File: config.mk
export PLATFORM = sky130hd
export DESIGN_NAME = mvu_recv_fifo_flat
export DESIGN_NICKNAME = d
export VERILOG_FILES = /design/src/rtl/mvu_recv_fifo_if.sv /design/src/rtl/mvu_recv_fifo.sv /design/src/flat_wrapper.sv
export SDC_FILE = /design/constraint.sdc
export NUM_CORES = 2
export LEC_CHECK = 0
export BUFFER_PORTS_ARGS = -buffer_cell sky130_fd_sc_hd__buf_2
export CAP_MARGIN = 25
export CELL_PAD_IN_SITES_DETAIL_PLACEMENT = 1
export CELL_PAD_IN_SITES_GLOBAL_PLACEMENT = 1
export CORE_ASPECT_RATIO = 2
export CORE_MARGIN = 2
export CORE_UTILIZATION = 50
export DETAILED_ROUTE_END_ITERATION = 7
export PLACE_DENSITY_LB_ADDON = 0.1
export SYNTH_ARGS = -nofsm -noshare
export SYNTH_HDL_FRONTEND = slang
export SYNTH_SLANG_ARGS = --single-unit
File: constraint.sdc
create_clock -name clk -period 20.5 [get_ports clk]
set_input_delay 2.05 -clock clk [delete_from_list [all_inputs] [get_ports clk]]
set_output_delay 2.05 -clock clk [all_outputs]
set_load 0.005 [all_outputs]
File: src/rtl/mvu_recv_fifo_if.sv
// rtl/mvu_recv_fifo_if.sv - lane-in / consumer-out handshake bundle for the MVU receive FIFO
//
// Purpose: groups the crossbar lane strobe/data and the consumer valid/ready
//          handshake of one MVU receive buffer.
// Signals:
//   recv_en    lane word strobe (no backpressure)
//   recv_word  lane data word
//   out_valid  head word available
//   out_ready  consumer accepts head word
//   out_word   head word (zero when not valid)
// Modports:
//   master  drives the lane and the consumer ready (crossbar + MVU side)
//   slave   the FIFO itself

interface mvu_recv_fifo_if #(
    parameter int W = 128
);
    logic         recv_en;
    logic [W-1:0] recv_word;
    logic         out_valid;
    logic         out_ready;
    logic [W-1:0] out_word;

    modport master (
        output recv_en,
        output recv_word,
        output out_ready,
        input  out_valid,
        input  out_word
    );

    modport slave (
        input  recv_en,
        input  recv_word,
        input  out_ready,
        output out_valid,
        output out_word
    );
endinterface

File: src/rtl/mvu_recv_fifo.sv
// rtl/mvu_recv_fifo.sv - per-MVU first-word-fall-through receive FIFO behind the crossbar
//
// Purpose: captures one interconnect lane into a D-deep FWFT FIFO, presents
//          the head word on a valid/ready handshake, reports occupancy and
//          almost-full to the sender, and flags dropped words.
// Ports:
//   clk          rising-edge clock
//   clr_n        synchronous active-low reset
//   bus          lane input and consumer handshake (slave modport)
//   count        occupancy 0..D
//   almost_full  count >= AF
//   overflow     sticky dropped-word flag
//   ovf_clr      clears overflow (a same-cycle drop wins)

module mvu_recv_fifo #(
    parameter int W  = 128,
    parameter int D  = 16,
    parameter int AF = 12
) (
    input  logic                 clk,
    input  logic                 clr_n,
    mvu_recv_fifo_if.slave       bus,
    output logic [$clog2(D):0]   count,
    output logic                 almost_full,
    output logic                 overflow,
    input  logic                 ovf_clr
);
    localparam int P = $clog2(D);
    localparam logic [P:0] DEPTH  = (P+1)'(D);
    localparam logic [P:0] AF_LVL = (P+1)'(AF);

    logic [W-1:0] mem_q [D];
    logic [P-1:0] wr_ptr_q, wr_ptr_d;
    logic [P-1:0] rd_ptr_q, rd_ptr_d;
    logic [P:0]   count_q, count_d;
    logic         ovf_q, ovf_d;

    logic valid;
    logic push;
    logic pop;
    logic drop;

    assign valid = (count_q != '0);
    assign pop   = valid && bus.out_ready;
    // A full FIFO still accepts a word when the head leaves in the same cycle.
    assign push  = bus.recv_en && ((count_q != DEPTH) || pop);
    assign drop  = bus.recv_en && !push;

    always_comb begin
        wr_ptr_d = wr_ptr_q;
        rd_ptr_d = rd_ptr_q;
        count_d  = count_q;
        ovf_d    = ovf_q;
        if (push) begin
            wr_ptr_d = wr_ptr_q + P'(1);
        end
        if (pop) begin
            rd_ptr_d = rd_ptr_q + P'(1);
        end
        if (push && !pop) begin
            count_d = count_q + (P+1)'(1);
        end else if (pop && !push) begin
            count_d = count_q - (P+1)'(1);
        end
        // Set has priority over clear so a drop is never lost.
        if (drop) begin
            ovf_d = 1'b1;
        end else if (ovf_clr) begin
            ovf_d = 1'b0;
        end
    end

    always_ff @(posedge clk) begin
        if (!clr_n) begin
            wr_ptr_q <= '0;
            rd_ptr_q <= '0;
            count_q  <= '0;
            ovf_q    <= 1'b0;
        end else begin
            wr_ptr_q <= wr_ptr_d;
            rd_ptr_q <= rd_ptr_d;
            count_q  <= count_d;
            ovf_q    <= ovf_d;
        end
    end

    // Storage is not reset; a strobe during reset must not land in memory.
    always_ff @(posedge clk) begin
        if (clr_n && push) begin
            mem_q[wr_ptr_q] <= bus.recv_word;
        end
    end

    assign bus.out_valid = valid;
    assign bus.out_word  = valid ? mem_q[rd_ptr_q] : '0;
    assign count         = count_q;
    assign almost_full   = (count_q >= AF_LVL);
    assign overflow      = ovf_q;
endmodule

File: src/flat_wrapper.sv
// flat-port wrapper written by rule: the top's interface ports become plain ports
module mvu_recv_fifo_flat 
#(
    parameter int W  = 128,
    parameter int D  = 16,
    parameter int AF = 12
)
  (clk, clr_n, count, almost_full, overflow, ovf_clr, bus_recv_en, bus_recv_word, bus_out_ready, bus_out_valid, bus_out_word);
  mvu_recv_fifo_if #(.W(W)) bus_i ();
  input  logic clk;
  input  logic clr_n;
  output logic [$clog2(D):0] count;
  output logic almost_full;
  output logic overflow;
  input  logic ovf_clr;
  input wire logic [$bits(bus_i.recv_en)-1:0] bus_recv_en;
  input wire logic [$bits(bus_i.recv_word)-1:0] bus_recv_word;
  input wire logic [$bits(bus_i.out_ready)-1:0] bus_out_ready;
  output wire logic [$bits(bus_i.out_valid)-1:0] bus_out_valid;
  output wire logic [$bits(bus_i.out_word)-1:0] bus_out_word;
  assign bus_i.recv_en = bus_recv_en;
  assign bus_i.recv_word = bus_recv_word;
  assign bus_i.out_ready = bus_out_ready;
  assign bus_out_valid = bus_i.out_valid;
  assign bus_out_word = bus_i.out_word;
  mvu_recv_fifo #(.W(W), .D(D), .AF(AF)) u_core (.clk(clk), .clr_n(clr_n), .bus(bus_i), .count(count), .almost_full(almost_full), .overflow(overflow), .ovf_clr(ovf_clr));
endmodule
# Word level (Yosys, flattened, before mapping)
# Memories as Yosys holds them, arrays and structs flattened. A register that Yosys moved wholly into a read port is not among the register bits.
# Index checks and enable logic that the tools add are counted.
[word_totals]
regBits = 14
output_inout_bits = 136
ram_bits = 2048
wordCells = 32
inputBits = 133
n_memories = 1
[classes]
n_eq_ne = 1
n_mux = 9
n_lt_le_gt_ge = 1
reduce_logical = 12
add_sub_neg = 4
[mem_list]
columns = ["name", "depth", "width", "read_ports", "rd_clocked_by_memory_dff", "write_ports", "line_no", "rtl"]
rows = [
  ["u_core.mem_q", 16, 128, 1, 1, 1, "mvu_recv_fifo.sv:32", "logic [W-1:0] mem_q [D];"],
]
[ops]
columns = ["operator", "n"]
rows = [
  ["128-bit 2-to-1 mux", 1],
  ["5-bit 2-to-1 mux", 2],
  ["4-bit by 1-bit adder with 4-bit output (second input constant)", 2],
  ["4-bit 2-to-1 mux", 2],
  ["1-bit logical AND", 6],
  ["5-bit by 1-bit adder with 5-bit output (second input constant)", 1],
  ["5-bit by 4-bit greater-or-equal comparator with 1-bit output (second input constant)", 1],
  ["5-bit inequality test (second input constant)", 1],
  ["5-bit nonzero test", 1],
  ["5-bit by 1-bit subtractor with 5-bit output (second input constant)", 1],
  ["1-bit 2-to-1 mux", 4],
  ["2-bit nonzero test", 2],
  ["1-bit logical NOT", 2],
  ["1-bit logical OR", 1],
]

# Longest topological paths before layout
[logic_depth]
depth_word = 8
depth_mapped = 11
mapped_depth_nobuf = 9

# Least setup slack after synthesis
# Ideal clock, no wire load.
[synth_path]
path_kind = "input to register"
startpoint = "input port bus_out_ready"
endpoint = "memory u_core.mem_q[0][0], enable pin"
path_buffers = 1
t_required_ns = 19.728
setup_time_ns = 0.772
arrival_ns = 11.378
slack_ns = 8.350
stages = 5
path_cell_list = "nand2b_1 -> o21a_1 -> clkbuf_1 -> nand3_1 -> nor3_1"
[synth_between]
elab_chain_len = 6
[synth_rtl]
columns = ["item", "line_no", "rtl"]
rows = [
  ["start, declared", "flat_wrapper.sv:18", "input wire logic [$bits(bus_i.out_ready)-1:0] bus_out_ready;"],
  ["1-bit logical AND", "mvu_recv_fifo.sv:44", "assign pop = valid && bus.out_ready;"],
  ["1-bit logical OR", "mvu_recv_fifo.sv:46", "assign push = bus.recv_en && ((count_q != DEPTH) || pop);"],
  ["1-bit logical AND", "mvu_recv_fifo.sv:46", ""],
  ["1-bit logical AND", "mvu_recv_fifo.sv:89", "if (clr_n && push) begin"],
  ["1-bit 2-to-1 mux", "mvu_recv_fifo.sv:89", ""],
  ["1-bit 2-to-1 mux (implied by the code)", "mvu_recv_fifo.sv:90", "mem_q[wr_ptr_q] <= bus.recv_word;"],
  ["end, declared", "mvu_recv_fifo.sv:32", ""],
]
# No other way between the ends.

==> flow_summary_export.csv <==
group,metric,value,unit
final_layout,mostFrequentLayoutCells,"edfxtp_1, mux4_2, buf_2",
sta,rsz0062_at_grt,"no",
placement,port_buffers,268,
pwr,ir_drop,0.0897,mV
cts,clk_latency,0.82,ns
cts,htree_levels,4,
floorplan,start_util,50.3,%
floorplan,io_pins,269,
global_routing,grt_usage,24.6,%
setup_path,start_kind,"flop",
cts,cts_buffer_depth,4,
sta,worst_slew_pin_slew,1.06,ns
cts,cts_root_buffer,"clkbuf_16",
synthesis,yosysWarnings,0,
min_path,hp-start,"u_core.rd_ptr_q[1]",
cts,cts_buffers,184,
setup_path,end_kind,"output pin",
synthesis,synthCells,3247,
routing,wl_per_cell,33.3,µm
synthesis,syn-cell-area,78300,µm²
setup_path,crit_type,"reg -> out",
final_layout,num-nets-final,3753,
sta,timing.setup.tns,0,ns
final_layout,drive_gt1_share,33.8,%
final_layout,areaGrowthSynthToFinish,12.6,%
setup_path,cp_max_fo,131,
placement,place_congestion,0.725,
sta,maxSlewHeadroom,29.2,%
cts,holdBufCountCts,0,
final_layout,n_fill_cell,12900,
sta,setup_viol,0,
synthesis,ys_seq_area_share,79.0,%
min_path,hold_path.class,"reg -> reg",
global_routing,grt_max_degree,132,
sta,max_freq,131,MHz
placement,dp_hpwl,98.9,mm
cts,path_clk_slew,0.06,ns
final_layout,final_util,56.7,%
sta,period_share,37.3,%
sta,hold_viol,0,
run_status,status,"completed",
global_routing,antenna_found_initial,32,
sta,hold_ws,0.523,ns
setup_path,worstPathArrival,5.60,ns
cts,cts_tree,"done",
routing,ant_nets,0,
synthesis,async_flop_share,0,%
setup_path,critPathRequiredTime,18.45,ns
routing,vias,35800,
setup_path,worstReg2RegStart,"u_core.count[2]",
sta,fin_crit,7.65,ns
pwr,power_leakage,27.1,nW
synthesis,synth_ff_type,"edfxtp_1",
synthesis,postSynthAreaPerCell,24.1,µm²
flow_run,drv_cap,0,
cts,post-cts-setup-buffer-count,0,
sta,slew_viol_final,0,
pwr,powerDensity,113,nW/µm²
routing,drtIter0Drc,3118,
floorplan,die_w,284,µm
cts,cts_resized,0,
synthesis,synth_nets,3391,
final_layout,layout_commonest_cell,"edfxtp_1",
floorplan,coreArea,156000,µm²
final_layout,multi_input_area,15900,µm²
floorplan,rows,205,
global_routing,grt_first_pass_wirelength,282,mm
final_layout,register_area,61900,µm²
routing,wl,194,mm
routing,drt_pass1_iterations,7,
cts,cts_sinks,2066,
synthesis,ys_ff_latch,2066,
routing,post-route-drc-count,0,
synthesis,synth_edf_count,2048,
routing,via_per_inst,6.16,
synthesis,synth.distinct_cells,38,
global_routing,grt_pass1_vias,39400,
sta,fin_skew,0.0386,ns
floorplan,dieArea,160000,µm²
global_routing,grt_overflow,0,
floorplan,die_h,564,µm
-- logic make-up (layout without fill, tap and decap cells) --
family	after synthesis	after routing	synth area share, %
other	0	11	0
and+or+nand+nor	188	188	1.43
buffers and inverters	184	678	0.961
adders and majority gates	11	11	0.185
AOI/OAI and AO/OA	148	148	1.81
DFF	2066	2066	79.0
muxes	642	642	16.6
xor gates and xnor gates	8	8	0.0894
-- state kept, by name, summed over array words and instances, names as in the netlist, named ones only --
| name | cells |
|---|---|
| u_core.mem_q | 2048 |
| u_core.count | 5 |
| u_core.rd_ptr_q | 4 |
| u_core.wr_ptr_q | 4 |
| u_core.overflow | 1 |
-- through the flow --
step	cell area, µm²	setup slack [ns]	instances	power (mW)
6_report	88200	12.85	5822	9.96
5_1_grt	88200	12.44	5812	10.3
4_1_cts	88100	12.61	5808	10.1
3_5_place_dp	82400	13.47	5490	6.75
3_3_place_gp	82400	13.57	5487	6.71
2_1_floorplan	78300	8.35	3247	6.09
-- area by class of cell --
type / count / area share (%)
clock inverters: 102 / 0.933
inverters: 5 / 0.0213
flip-flops and latches: 2066 / 70.1
well taps: 2070 / 2.94
clock buffers: 216 / 5.48
repair buffers: 355 / 2.49
diodes: 11 / 0.0312
multi-input cells: 997 / 18.0
-- cells in the mapped netlist (2+ instances only) --
cell type,number,area share [%]
a21o_1,2,0.019
a21oi_1,4,0.026
a221o_1,127,1.6
and2_1,9,0.072
buf_1,50,0.24
buf_2,13,0.083
buf_6,6,0.086
clkbuf_1,109,0.52
dfxtp_1,18,0.46
edfxtp_1,2048,78
ha_1,10,0.16
inv_1,5,0.024
mux2_2,128,1.8
mux2i_1,3,0.038
mux4_2,511,15
nand2_1,6,0.029
nand2b_1,6,0.048
nand3_1,11,0.070
nand3b_1,2,0.019
nor2_1,14,0.067
nor2b_1,131,1.0
nor3_1,5,0.032
o211ai_1,3,0.029
o21a_1,3,0.029
o21ai_0,4,0.026
xnor2_1,7,0.078
-- worst max-delay path: stages (launching register included) --
cell	delay (ns)
dfxtp_4	0.89
buf_4	0.74
buf_4	0.76
buf_12	0.69
mux4_2	0.61
mux2_2	0.28
a221o_1	0.35
buf_2	0.15
-- layer usage --
metal	part of all wire, %	wire length [µm]	track usage (%)
met5	0.14	267	0
met4	2.3	4450	6.05
met3	5.5	10700	4.32
met2	53	102000	43.2
met1	40	76700	31.9
-- where the power goes --
group          internal (mW)  switching (mW)  leakage (nW)
clock network           1.84            1.49          2.77
logic                  0.937           0.939          5.71
registers               4.70          0.0498          18.6
total                   7.48            2.48          27.1
-- worst paths after layout --
kind	endpoint	slack, ns	cells after the start
worst max-delay path	bus_out_word[72]	12.85	7
worst min-delay path	flop	0.52	2
worst max register to register	u_core.mem_q[12][53]	15.53	7
worst min register to register	flop	0.52	2
(Power assumes the default switching activity.)
